[src/rtl/cond_logic_fp.sv]
// cond_logic_fp: NZCV flag register, condition evaluation and write-enable
// gating for the single-cycle ARM datapath, plus a start/done handshake with
// an iterative FP unit that stalls the PC until writeback or watchdog abort.
`timescale 1ns/1ps

module cond_logic_fp #(
    parameter int FP_TIMEOUT = 64
) (
    input  logic       clk,
    input  logic       reset,
    input  logic [3:0] Cond,
    input  logic [3:0] ALUFlags,
    input  logic [3:0] FPFlags,
    input  logic [1:0] FlagW,
    input  logic       PCS,
    input  logic       RegW,
    input  logic       MemW,
    input  logic       FP,
    input  logic       FPDone,
    output logic       PCSrc,
    output logic       RegWrite,
    output logic       MemWrite,
    output logic       FPStart,
    output logic       Stall,
    output logic [3:0] Flags,
    output logic       FPTimeout
);

    localparam int CNT_W = (FP_TIMEOUT > 2) ? $clog2(FP_TIMEOUT) : 1;
    localparam logic [CNT_W-1:0] CNT_LAST = CNT_W'(FP_TIMEOUT - 1);

    typedef enum logic [1:0] {
        S_IDLE = 2'd0,
        S_BUSY = 2'd1,
        S_WB   = 2'd2
    } state_t;

    state_t           state_q, state_d;
    logic [CNT_W-1:0] cnt_q, cnt_d;
    logic [3:0]       flags_q, flags_d;
    logic             timeout_q, timeout_d;
    logic [3:0]       fpflags_q;
    logic             cond_ex;

    // ARM condition-code evaluation against {N,Z,C,V}.
    function automatic logic cond_eval(input logic [3:0] c, input logic [3:0] f);
        logic n, z, cy, v;
        n  = f[3];
        z  = f[2];
        cy = f[1];
        v  = f[0];
        case (c)
            4'b0000: cond_eval = z;
            4'b0001: cond_eval = ~z;
            4'b0010: cond_eval = cy;
            4'b0011: cond_eval = ~cy;
            4'b0100: cond_eval = n;
            4'b0101: cond_eval = ~n;
            4'b0110: cond_eval = v;
            4'b0111: cond_eval = ~v;
            4'b1000: cond_eval = cy & ~z;
            4'b1001: cond_eval = ~cy | z;
            4'b1010: cond_eval = (n == v);
            4'b1011: cond_eval = (n != v);
            4'b1100: cond_eval = ~z & (n == v);
            4'b1101: cond_eval = z | (n != v);
            4'b1110: cond_eval = 1'b1;
            default: cond_eval = 1'b0;
        endcase
    endfunction

    // Merge new flags into the current ones: fw[1] selects NZ, fw[0] selects CV.
    function automatic logic [3:0] apply_flags(input logic [3:0] cur,
                                               input logic [3:0] src,
                                               input logic [1:0] fw);
        logic [3:0] res;
        res = cur;
        if (fw[1]) res[3:2] = src[3:2];
        if (fw[0]) res[1:0] = src[1:0];
        return res;
    endfunction

    assign cond_ex = cond_eval(Cond, flags_q);

    // Control state: FSM, watchdog counter, architectural flags, sticky abort.
    always_ff @(posedge clk or negedge reset) begin
        if (!reset) begin
            state_q   <= S_IDLE;
            cnt_q     <= '0;
            flags_q   <= 4'b0000;
            timeout_q <= 1'b0;
        end else begin
            state_q   <= state_d;
            cnt_q     <= cnt_d;
            flags_q   <= flags_d;
            timeout_q <= timeout_d;
        end
    end

    // FP result flags captured on the done pulse, consumed in the writeback cycle.
    always_ff @(posedge clk) begin
        if (state_q == S_BUSY && FPDone) begin
            fpflags_q <= FPFlags;
        end
    end

    // Next-state logic and gated enables; the condition is only evaluated in IDLE
    // because flags cannot change while the FP unit is busy.
    always_comb begin
        state_d   = state_q;
        cnt_d     = cnt_q;
        flags_d   = flags_q;
        timeout_d = timeout_q;
        PCSrc     = 1'b0;
        RegWrite  = 1'b0;
        MemWrite  = 1'b0;
        FPStart   = 1'b0;
        Stall     = 1'b0;
        case (state_q)
            S_IDLE: begin
                if (!FP) begin
                    PCSrc    = PCS  & cond_ex;
                    RegWrite = RegW & cond_ex;
                    MemWrite = MemW & cond_ex;
                    flags_d  = apply_flags(flags_q, ALUFlags, FlagW & {2{cond_ex}});
                end else if (cond_ex) begin
                    // Start pulse is suppressed while reset is held low.
                    FPStart = reset;
                    Stall   = 1'b1;
                    cnt_d   = '0;
                    state_d = S_BUSY;
                end
            end
            S_BUSY: begin
                Stall = 1'b1;
                cnt_d = cnt_q + CNT_W'(1);
                if (FPDone) begin
                    state_d = S_WB;
                end else if (cnt_q == CNT_LAST) begin
                    timeout_d = 1'b1;
                    state_d   = S_IDLE;
                end
            end
            S_WB: begin
                PCSrc    = PCS;
                RegWrite = RegW;
                flags_d  = apply_flags(flags_q, fpflags_q, FlagW);
                state_d  = S_IDLE;
            end
            default: begin
                state_d = S_IDLE;
            end
        endcase
    end

    assign Flags     = flags_q;
    assign FPTimeout = timeout_q;

endmodule
[config.mk]
export PLATFORM = sky130hd
export DESIGN_NAME = cond_logic_fp
export DESIGN_NICKNAME = d
export VERILOG_FILES = /design/src/rtl/cond_logic_fp.sv
export SDC_FILE = /design/constraint.sdc
export NUM_CORES = 1
export LEC_CHECK = 0
export CAP_MARGIN = 20
export CORE_MARGIN = 1
export CORE_UTILIZATION = 42
export CTS_CLUSTER_DIAMETER = 80
export DETAILED_ROUTE_END_ITERATION = 10
export PLACE_DENSITY = 0.82
export SETUP_SLACK_MARGIN = 0.4
export SYNTH_ARGS = -nofsm -noshare
export SYNTH_HDL_FRONTEND = slang
export SYNTH_SLANG_ARGS = --single-unit
[constraint.sdc]
create_clock -name clk -period 6.2 [get_ports clk]
set_clock_uncertainty 0.2 [all_clocks]
set_input_delay 0.62 -clock clk [delete_from_list [all_inputs] [get_ports clk]]
set_output_delay 0.62 -clock clk [all_outputs]
set_load 0.05 [all_outputs]
==> results.md <==
- The multi-input gate area in the final layout is 668 µm².
- The average instance in the mapped netlist occupies 9.71 µm².
- The largest single stage delay on the critical path is 800 ps.
- The number of warning messages in the yosys log is 0.
- VDD sags by at most 319 µV.
- Measured against its own limit, the worst slew margin works out to 59.4%.
- The number of distinct library cells after synthesis is 44.
- The HPWL after detailed placement is 2.02 mm.
- The worst setup path is launched from a primary input.
- The count of unresolved DRC violations after routing is 0.
- Counting instances in the post-synthesis netlist gives the leading cell types as 13 x sky130_fd_sc_hd__dfrtp_1, 11 x sky130_fd_sc_hd__nand2_1, 11 x sky130_fd_sc_hd__nor2_1.
- The number of nets in the layout is 174.
- The number of placed cells counting well taps is 177.
- The count of endpoints failing hold in the final timing report came to 0.
- The growth of design area from synthesis to finish is 27.7%.
- In this run the number of H-tree levels came out at 1.
- Derived from the worst setup path, the maximum achievable clock frequency is 225 MHz.
- The wire length of the first global-routing pass is 4.17 mm.
- Counting the buffers created by CTS gives 3.
- After synthesis, the largest area contributor takes up 27.5% of total cell area.
- The leakage power summed over all cells is 0.613 nW.
- The leftover overflow at the end of global routing is 0.
- The largest total area in the synthesized netlist belongs to sky130_fd_sc_hd__dfrtp_1.
- The floorplan step defined a die boundary enclosing 3040 µm².
- Counting flops and latches in the post-synthesis netlist gives 17.
- Entering global routing, the biggest net connects 15 pins.
- The count of filler cells inserted in the layout is 241.
- The power density normalized to cell area is 360 nW/µm².
- The startpoint identified for the worst hold timing path is FPTimeout$_DFFE_PN0P_.
- Pin placement for this block handled 31 I/O pins.
- Measured along the y axis, the die boundary spans 55.1 µm.
- By area the synthesized netlist is led by sky130_fd_sc_hd__dfrtp_1 27%, sky130_fd_sc_hd__edfxtp_1 10%, sky130_fd_sc_hd__mux2i_1 4.2%.
- In the final layout, flip-flops and latches occupy 445 µm².
- Setup repair after global routing left no endpoint under its margin.
- The maximum fanout encountered on the critical timing path is 13.
- Global routing consumed, over all layers together, 19.7% of the routing resources.
- The worst path in the final design needs a cycle of 4450 ps, including I/O delays and setup.
- The worst hold endpoint is FPTimeout$_DFFE_PN0P_.
- The largest individual stage delay along the critical path comes from the cell sky130_fd_sc_hd__clkdlybuf4s50_1.
- Counting every net in the synthesized netlist gives 144.
- The commonest register cell after synthesis is sky130_fd_sc_hd__dfrtp_1.
- Data on the critical path arrives at its endpoint at 3630 ps.
- STA classifies the critical path endpoint as an output pin.
- The post-CTS clock slew at the launch and capture registers of the worst setup and hold paths is 100 ps.
- The core region is 2570 µm².
- The cell with the most instances after synthesis is sky130_fd_sc_hd__dfrtp_1.
- Broken down by cell family, the worst path's largest delay share belongs to buffers and inverters.
- Detailed routing inserted a total of 1049 vias.
- The die is 55.1 µm wide.
- The initial core utilization is 46.2%.
- The data required time of the worst path is 5380 ps.
- Among the stages of the critical path, the cell type that occurs most often is sky130_fd_sc_hd__clkdlybuf4s50_1.
- Max-cap violations in this run came to 0.
- The synthesized netlist occupies a cell area of 1180 µm².
- At the end of routability-driven placement, the weighted congestion stood at 0.829.
- Summing all non-filler instances in the final layout gives an area of 1510 µm².
- In the synthesized netlist the async set-or-reset flop fraction comes to 76.5%.
- The gate count of the mapped netlist is 122.
- Post-CTS timing repair inserted 0 buffers for setup.
- The count of inserted antenna diode cells is 0.
- The initial antenna violation count came to 0.
- The CTS tree is done.
- The number of hold buffers added after CTS was 0.
- The routed via count divided by cell count is 5.80.
- The remaining antenna violation count after routing is 0.
- The violation count after the first detailed-routing iteration is 20.
- The count of input and output buffers is 30.
- The worst-case register-to-register setup slack is 3800 ps.
- Walking the worst path, the cells encountered are clkdlybuf4s50_1 -> or4b_4 -> a311oi_4 -> a2111oi_4 -> a21boi_0 -> and3_1 -> clkdlybuf4s50_1.
- Setup violations remaining at the end of the flow were counted as 0.
- For this run, the number of standard cells in the final layout without fillers is 181.
- Sequential cells were found to cover 37.6% of the synthesized design area.
- The worst reg-to-reg path cell count is 5.
- The final-layout setup total negative slack is 0 ps.
- For the pin with the worst max-slew slack, the measured transition is 608 ps.
- The category of the critical setup timing path is primary input to output pin.
- The cell depth of the worst hold path is 1.
- The startpoint of the worst register-to-register path is Flags[3]$_DFFE_PN0P_.
- The critical path contains buffers and inverters numbering 2 combined.
- The via count of the first global-routing pass is 961.
- The final total power is 0.000545 W.
- At the later pin of the worst-skew pair, clock insertion delay measures 300 ps.
- The floorplan has 18 rows.
- After detailed routing, the average wire length per cell comes to 14.7 µm.
- The number of gates resized after cts is 0.
- The number of detailed-routing iterations run before antenna repair is 4.
- The share of the clock period used by the worst path is 71.8%.
- The worst-case hold slack is 288 ps.
- The placed instance area is 1490 µm².
- The worst min-delay path category is flop to flop.
- The count of pins over their slew limit is 0.
- The maximum buffer depth of the clock tree is 2.
- The destination of the worst register-to-register timing path is Flags[1]$_DFFE_PN0P_.
- The clock net in this run drives a total of 17 sinks.
- The flow ran to the end, and the final reports show no timing, DRC or antenna violations.
- The root buffer cell is sky130_fd_sc_hd__clkbuf_4.
- Cells with a size suffix above 1 make up 13.9% of the layout.
- The final routed wirelength across all metal layers is 2.66 mm.
- The number of flops mapped to enable cells by yosys is 4.
==> per-layer routing <==
layer	global-route usage, %	up-vias	routed length, µm
li1	-	511	-
met1	21.1	506	1080
met2	37.8	27	1450
met3	3.55	5	100
met4	7.08	0	29
met5	0	-	0
==> layout by cell type, fill, tap and decap left out, drive strengths merged, types with 3 or more instances in the layout <==
| cell type | synthesis | routed |
|---|---|---|
| a21oi | 5 | 5 |
| a31o | 5 | 5 |
| and3 | 5 | 5 |
| clkbuf | 2 | 3 |
| clkdlybuf4s50 | 0 | 30 |
| dfrtp | 13 | 13 |
| edfxtp | 4 | 4 |
| inv | 9 | 9 |
| mux2 | 4 | 4 |
| mux2i | 5 | 5 |
| nand2 | 11 | 11 |
| nand3 | 4 | 4 |
| nand4b | 4 | 4 |
| nor2 | 11 | 11 |
| o21ai | 8 | 8 |
==> worst reg2reg max path, cell delays in order (launching register included) <==
cell and delay [ps]:
sky130_fd_sc_hd__dfrtp_1 490, sky130_fd_sc_hd__or4b_4 560, sky130_fd_sc_hd__a311oi_4 260, sky130_fd_sc_hd__a2111oi_4 110
sky130_fd_sc_hd__a311oi_2 330, sky130_fd_sc_hd__mux2_1 350
==> kinds of logic (layout without fill, tap and decap cells) <==
kind of cell,Yosys count,in the layout,synth area share (%)
muxes,9,9,8.03
xor gates and xnor gates,2,2,1.48
DFF,17,17,37.6
and+or+nand+nor,46,46,22.4
buffers and inverters,14,43,6.02
adders and majority gates,1,1,1.06
AOI/OAI and AO/OA,33,33,23.4
==> how the worst max path moves through the flow <==
stage | startpoint | depth (start not counted) | to | slack, ps
finish | Cond[3] | 7 | FPStart | 1750
global route | Cond[3] | 7 | FPStart | 1620
CTS | Cond[3] | 7 | FPStart | 1780
detailed placement | Cond[3] | 7 | FPStart | 1810
global placement | Cond[3] | 7 | FPStart | 1840
floorplan | Cond[2] | 5 | MemWrite | 2560
==> metrics by stage <==
stage                     utilization, %  setup slack [ps]
final                               58.9              1750
after global routing                58.9              1620
after CTS                           58.9              1780
after detailed placement            57.8              1810
after global placement              57.8              1840
after floorplan                        -              2560
==> layout make-up <==
cell class	count	area share [%]
multi-input combinational	91	44.2
sequential	17	29.4
timing repair buffer	30	19.9
tap	30	2.48
inverter	9	2.23
clock buffer	3	1.49
clock inverter	1	0.331
==> power by group <==
group	total [W]	internal, W	switching, W
Combinational	0.000288	0.000119	0.000169
Sequential	0.000196	0.000147	0.0000492
Clock	0.0000609	0.0000241	0.0000368
Total	0.000545	0.000290	0.000255
==> registers in the layout (all words and copies together) (netlist names) <==
| name | count |
|---|---|
| Flags | 4 |
| fpflags_q | 4 |
| state_q | 2 |
| cnt_q | 6 |
| FPTimeout | 1 |
Power figures use the tool's default switching activity.
